===== src/rtl/perfop_result_fifo.sv =====
// rtl/perfop_result_fifo.sv - FWFT result FIFO with drop flag and running statistics
// Optional macro RESULT_PARITY_EN adds a stored even-parity bit, out_parity and parity_err.
module perfop_result_fifo #(
    parameter int DATA_W = 36,
    parameter int DEPTH  = 8,
    parameter int SUM_W  = 48
) (
    input  logic                       clk,
    input  logic                       rst_n,
    input  logic                       clr,
    input  logic [DATA_W-1:0]          q_in,
    input  logic                       q_valid,
    output logic [DATA_W-1:0]          out_data,
    output logic                       out_valid,
    input  logic                       out_ready,
    output logic [$clog2(DEPTH):0]     level,
`ifdef RESULT_PARITY_EN
    output logic                       out_parity,
    output logic                       parity_err,
`endif
    output logic                       overflow,
    output logic [SUM_W-1:0]           sum,
    output logic [15:0]                result_cnt
);
    localparam int PW = $clog2(DEPTH);
    localparam int LW = PW + 1;
`ifdef RESULT_PARITY_EN
    localparam int EW = DATA_W + 1;
`else
    localparam int EW = DATA_W;
`endif

    logic [EW-1:0]     mem_q [DEPTH];
    logic [EW-1:0]     mem_d [DEPTH];
    logic [PW-1:0]     wr_ptr_q, wr_ptr_d, rd_ptr_q, rd_ptr_d;
    logic [LW-1:0]     level_q, level_d;
    logic [DATA_W-1:0] out_data_q, out_data_d;
    logic              out_valid_q, out_valid_d;
    logic              overflow_q, overflow_d;
    logic [SUM_W-1:0]  sum_q, sum_d;
    logic [15:0]       cnt_q, cnt_d;
    logic              pop, push;
    logic [EW-1:0]     entry, head;
`ifdef RESULT_PARITY_EN
    logic              out_parity_q, out_parity_d;
    logic              parity_err_q, parity_err_d;
`endif

    always_comb begin
        pop  = out_valid_q && out_ready;
        push = q_valid && ((level_q != LW'(DEPTH)) || pop);
`ifdef RESULT_PARITY_EN
        entry = {^q_in, q_in};
`else
        entry = q_in;
`endif
        mem_d       = mem_q;
        wr_ptr_d    = wr_ptr_q;
        rd_ptr_d    = rd_ptr_q;
        level_d     = level_q;
        out_data_d  = out_data_q;
        out_valid_d = out_valid_q;
        overflow_d  = overflow_q;
        sum_d       = sum_q;
        cnt_d       = cnt_q;
        head        = '0;
`ifdef RESULT_PARITY_EN
        out_parity_d = out_parity_q;
        parity_err_d = parity_err_q;
`endif
        if (clr) begin
            wr_ptr_d    = '0;
            rd_ptr_d    = '0;
            level_d     = '0;
            out_data_d  = '0;
            out_valid_d = 1'b0;
            overflow_d  = 1'b0;
            sum_d       = '0;
            cnt_d       = '0;
`ifdef RESULT_PARITY_EN
            out_parity_d = 1'b0;
            parity_err_d = 1'b0;
`endif
        end else begin
            if (push) begin
                mem_d[wr_ptr_q] = entry;
                wr_ptr_d = wr_ptr_q + PW'(1);
                sum_d    = sum_q + {{(SUM_W-DATA_W){1'b0}}, q_in};
                if (cnt_q != 16'hFFFF)
                    cnt_d = cnt_q + 16'd1;
            end
            if (q_valid && !push)
                overflow_d = 1'b1;
            if (pop)
                rd_ptr_d = rd_ptr_q + PW'(1);
            if (push && !pop)
                level_d = level_q + LW'(1);
            else if (pop && !push)
                level_d = level_q - LW'(1);
            // The entry being written this edge is not yet in mem_q, so forward it.
            head = (push && (wr_ptr_q == rd_ptr_d)) ? entry : mem_q[rd_ptr_d];
            out_valid_d = (level_d != '0);
            if (level_d != '0) begin
                out_data_d = head[DATA_W-1:0];
`ifdef RESULT_PARITY_EN
                out_parity_d = head[DATA_W];
`endif
            end
`ifdef RESULT_PARITY_EN
            if (pop && (out_parity_q != ^out_data_q))
                parity_err_d = 1'b1;
`endif
        end
    end

    always_ff @(posedge clk or negedge rst_n) begin
        if (!rst_n) begin
            for (int i = 0; i < DEPTH; i++)
                mem_q[i] <= '0;
            wr_ptr_q    <= '0;
            rd_ptr_q    <= '0;
            level_q     <= '0;
            out_data_q  <= '0;
            out_valid_q <= 1'b0;
            overflow_q  <= 1'b0;
            sum_q       <= '0;
            cnt_q       <= '0;
`ifdef RESULT_PARITY_EN
            out_parity_q <= 1'b0;
            parity_err_q <= 1'b0;
`endif
        end else begin
            mem_q       <= mem_d;
            wr_ptr_q    <= wr_ptr_d;
            rd_ptr_q    <= rd_ptr_d;
            level_q     <= level_d;
            out_data_q  <= out_data_d;
            out_valid_q <= out_valid_d;
            overflow_q  <= overflow_d;
            sum_q       <= sum_d;
            cnt_q       <= cnt_d;
`ifdef RESULT_PARITY_EN
            out_parity_q <= out_parity_d;
            parity_err_q <= parity_err_d;
`endif
        end
    end

    assign out_data   = out_data_q;
    assign out_valid  = out_valid_q;
    assign level      = level_q;
    assign overflow   = overflow_q;
    assign sum        = sum_q;
    assign result_cnt = cnt_q;
`ifdef RESULT_PARITY_EN
    assign out_parity = out_parity_q;
    assign parity_err = parity_err_q;
`endif
endmodule


===== config.mk =====
export PLATFORM = sky130hd
export DESIGN_NAME = perfop_result_fifo
export DESIGN_NICKNAME = d
export VERILOG_FILES = /design/src/rtl/perfop_result_fifo.sv
export SDC_FILE = /design/constraint.sdc
export NUM_CORES = 1
export LEC_CHECK = 0
export BUFFER_PORTS_ARGS = -buffer_cell sky130_fd_sc_hd__clkbuf_2
export CAP_MARGIN = 20
export CORE_ASPECT_RATIO = 1.25
export CORE_MARGIN = 3
export CORE_UTILIZATION = 33
export CTS_BUF_LIST = sky130_fd_sc_hd__clkbuf_4 sky130_fd_sc_hd__clkbuf_8
export DETAILED_ROUTE_END_ITERATION = 10
export GPL_TIMING_DRIVEN = 0
export SYNTH_ARGS = -nofsm -noshare
export SYNTH_HDL_FRONTEND = slang
export SYNTH_SLANG_ARGS = --single-unit

===== constraint.sdc =====
create_clock -name clk -period 8.7 [get_ports clk]
set_input_delay 1.74 -clock clk [delete_from_list [all_inputs] [get_ports clk]]
set_output_delay 1.74 -clock clk [all_outputs]
set_load 0.01 [all_outputs]

### Yosys cells after proc, flatten, opt, wreduce, memory -nomap -nowiden

Index checks and enable logic that the tools add are counted.

* flip-flop bits (word level): 400
* output and inout bits: 106
* input bits: 41
* word-level logic and storage cells: 74

* reduce and logical (&&, ||, !) cells: 17
* equality and inequality tests: 3
* muxes and demuxes: 26
* bitwise operators: 3
* order comparisons: 3
* add/sub/neg operators: 6

Operators with widths (count)
* $bwmux W288: 1
* $mux W36: 6
* $bmux W36 S3: 1
* $demux W36 S3: 1
* $mux W48: 2
* $add A48 B36 Y48: 1
* $mux W16: 3
* $add A16 B1 Y16 const B: 1
* $mux W4: 4
* $ne A16 B16 Y1 const B: 1
* $mux W3: 5
* $ge A4 B4 Y1 const B: 2
* $not A3 Y4: 2
* $reduce_bool A2 Y1: 4
* $logic_and A1 B1 Y1: 7
* $add A3 B1 Y3 const B: 2
* $add A4 B1 Y4 const B: 1
* $lt A4 B1 Y1 const B: 1
* $ne A4 B4 Y1 const B: 1
* $reduce_and A2 Y1: 2
* $reduce_bool A4 Y1: 1
* $sub A4 B1 Y4 const B: 1
* $eq A3 B3 Y1: 1
* $mux W1: 3
* other kinds (3): 4

### Depth between registers and ports, before layout

* depth in word-level cells: 11
* mapped depth: 12

### Worst setup path before layout

No wires, ideal clock.

* kind: input -> register
* from: in q_in[14]
* to: reg sum_q[39], in the netlist sum[39]
* cell stages on the path: 10
* slack: 4.227 ns
* arrival time: 4.348 ns
* required time: 8.575 ns
* buffers on the path: 1
* setup time: 0.125 ns
* cells stage by stage: ha_1 > buf_6 > and3_4 > a311o_1 > a221o_1 > or4b_1 > a31o_2 > a31oi_4 > nor2b_2 > mux2_4

* longest elaborated chain between the ends: 3

RTL lines
* from (decl): RTL line 11 `input logic [DATA_W-1:0] q_in,`
* $add A48 B36 Y48: RTL line 88 `sum_d = sum_q + {{(SUM_W-DATA_W){1'b0}}, q_in};`
* $mux W48: RTL line 85 `if (push) begin`
* $mux W48: RTL line 71 `if (clr) begin`
* to (signal assigned): RTL line 140 `sum_q <= sum_d;`
* to (decl): RTL line 40 `logic [SUM_W-1:0] sum_q, sum_d;`

Every way passes these cells. The select of a mux whose other input is x is not followed.
A chain may end at the register's enable or synchronous reset.

### Worst setup path after layout

* from: in q_in[0]
* to: reg sum_q[38], in the netlist sum[38]

The elaborated chain is that of the path after synthesis.

==> impl_results.md <==
- Mean Syn Cell Area: 12.30 um^2
- Most frequent cells after synthesis: 400 x dfrtp_1, 290 x mux2_2, 137 x nor2_1
- Delay of the slowest critical-path stage: 0.71 ns
- Antenna violations before repair: 10
- # H-tree levels: 3
- Final Cycle Share: 0.5758
- Count of pins over their slew limit: 0
- EDFF count, synth: 0
- Total Power: 0.005704 W
- Worst setup startpoint: q_in[0]
- Synth top area share: 0.5009
- Port Buffers: 146
- Resize count post-CTS: 0
- Iteration-0 DRC count of the detailed router: about 610
- Final Net Count: 1927
- Synthesized area: between 0.015 and 0.02 mm^2
- Deepest clock path buffer count: 3
- Avg WL per Cell: ~21 um
- Number of max-cap violations: 0
- Die width: roughly 230 um
- Pleak: roughly 11 nW
- Share of cells above drive strength 1: 0.3423
- Synth Register Bits: 400
- Post-Syn Nets: approximately 1700
- Status: finished, final reports clean
- Clk pin slew, worst setup/hold paths: around 0.06 ns
- CP startpoint kind: input pin
- Fmax: 0.1996 GHz
- Overall Global Routing Usage: 0.1798
- Switching portion of total power: 0.3150
- CTS buffer count: 66
- Core area: between 0.05 and 0.06 mm^2
- Dominant cell type by area after synthesis: dfrtp_1
- Sequential share of power: 0.418
- Clk pwr share: 0.303
- 1st-pass router iterations: 5
- Total grt overflow: 0
- CP Class: in -> reg
- Arr. time, crit path: ~5.5 ns
- Final setup viols: 0
- R2R setup slack: approximately 4.7 ns
- Hold buffers post-CTS: 0
- Placed Instances: 2541
- Fin cells: 2661
- Most common cell in the netlist: dfrtp_1
- Seq/Total Area, Yosys: 0.5009
- CTS tree: built
- Internal power: roughly 0.0039 W
- Comb power frac: 0.278
- Cell variety after synth: 59
- I/O Pins: 147
- Crit path cell chain: clkbuf_2 > ha_1 > fa_1 > a211oi_1 > o21ai_0 > nand4_1 > nand4_1 > o21ai_0 > o21ai_0 > a31oi_1 > nor3b_1 > mux2_2
- Psw: roughly 0.0018 W
- Power Density: 246.0 mW/mm^2
- Crit path max fanout: 10
- Routability Congestion: 0.8649
- Final HPWL DP: 41.37 mm
- Routed vias: 14170
- CP max stage cell: a31oi_1
- Rows: 100
- First-pass GRT wire length: 87.58 mm
- Ranking of synthesized cells by area: dfrtp_1 50%, mux2_2 16%, mux4_2 8.1%
- RSZ-0062 raised after global routing: false
- Worst slew pin tran: between 0.9 and 1 ns
- Synthesis-to-finish area growth: 16.00%
- Critical path capture point type: register
- Clk_lat worst skew: 0.65 ns
- Vias per cell: roughly 5.3
- Slew margin rel.: 0.3370
- Largest net degree at the start of global routing: 115
- Crit-path leading delay family: compound AO/OA/AOI/OAI gates
- Main synth FF type: dfrtp_1
- Synth Instances: 1625
- Clock Root Buffer: clkbuf_8
- Fin crit period: 5.009 ns
- Worst hold path type: reg -> reg
- Vias in the first global route: 14800
- Post-Route Skew: 0.02619 ns
- Most used cell, CP: o21ai_0
- Total die area: roughly 0.064 mm^2
- Ys async rst share: 1.000
- Final wirelength: between 50 and 60 mm
- Postcts setup bufs: 0
- IR Drop Worst-Case VDD: approximately 0.083 mV
- Crit path buffers/inverters: 1
- Warnings from Yosys: 0
- DRC viols: 0
- CTS sink cnt: 400
- Die H: roughly 280 um
- Min-Delay Startpoint: mem_q[228]
- Starting Density: 0.3341
- TNS Setup: 0 ns
- Hold_ws: about 0.50 ns
- Worst Path Required: 9.21 ns
- Final ANT Viol Nets: 0
- R2r startpoint: sum[0]
- Final Hold Vio Count: 0
-- worst paths after layout --
check                             end  cells after the start
setup / recovery              sum[38]                     12
hold / removal             mem_q[228]                      1
setup reg to reg              sum[38]                     11
hold reg to reg            mem_q[228]                      1
max in group asynchronous  mem_q[188]                      2
min in group asynchronous   mem_q[66]                      1
-- routing by layer --
metal,global-route usage,part of all wire,up-vias
li1,-,-,6393
met1,0.2120,0.40,7307
met2,0.3183,0.51,371
met3,0.03667,0.054,94
met4,0.07533,0.031,6
met5,0,0.00059,-
-- cell families (layout without fill, tap and decap cells) --
group	Yosys count	count (layout)	synth area share
DFF	400	400	0.5009
adders and majority gates	42	42	0.02667
buffers and inverters	116	381	0.02292
muxes	404	404	0.2661
AOI/OAI and AO/OA	265	265	0.08177
xor gates and xnor gates	48	48	0.02104
and+or+nand+nor	350	350	0.08058
other	0	6	0
-- registers in the layout (all words and copies together), names as in the netlist --
register    count
result_cnt     16
out_valid       1
sum            48
out_data       36
mem_q         288
level           4
overflow        1
wr_ptr_q        3
rd_ptr_q        3
-- through the flow --
step / util / setup WS [ns] / cell area, um^2
4_1_cts: 0.3873 / 3.700 / 23170
2_1_floorplan: - / 4.227 / 19980
3_3_place_gp: 0.3623 / -2.793 / 21670
3_5_place_dp: 0.3644 / 3.050 / 21790
6_report: 0.3876 / 3.691 / 23180
5_1_grt: 0.3875 / 3.424 / 23170
-- power by group through the flow --
stage / clock network (W) / logic [W] / registers (W)
global route: 0.00186 / 0.00173 / 0.00242
CTS: 0.00178 / 0.00160 / 0.00238
finish: 0.00173 / 0.00159 / 0.00239
floorplan: 0 / 0.00107 / 0.00239
global placement: 0 / 0.00156 / 0.00240
detailed placement: 0 / 0.00160 / 0.00242
-- cell usage in the layout, fill, tap and decap left out, drive strengths merged, types with 4 or more instances in the layout --
master	netlist	routed
dfrtp	400	400
clkbuf	76	321
mux2	292	292
nor2	137	137
a21oi	111	111
nand2	94	94
mux4	72	72
a211oi	48	48
o21ai	44	44
ha	41	41
mux2i	40	40
buf	27	31
xor2	26	26
xnor2	22	22
nand4	19	19
nand3	19	19
a21o	18	18
inv	13	16
or3	15	15
and2	14	14
nor3	12	12
and3	10	10
a31oi	9	9
nor2b	9	9
clkinv	0	7
diode	0	6
nor4	6	6
o31ai	5	5
o21a	5	5
o21bai	5	5
clkinvlp	0	4
-- final cells by class --
cell class,instances,area [um^2]
clock inverters,15,121.4
well taps,765,957.2
diodes,6,15.01
clock buffers,99,1250
flip-flops and latches,400,10010
multi-input cells,1109,9525
repair buffers,151,844.6
inverters,13,48.80
fillers,5734,36630
plain buffers,103,409.1
Note: power is estimated with default switching activity, not from simulation.
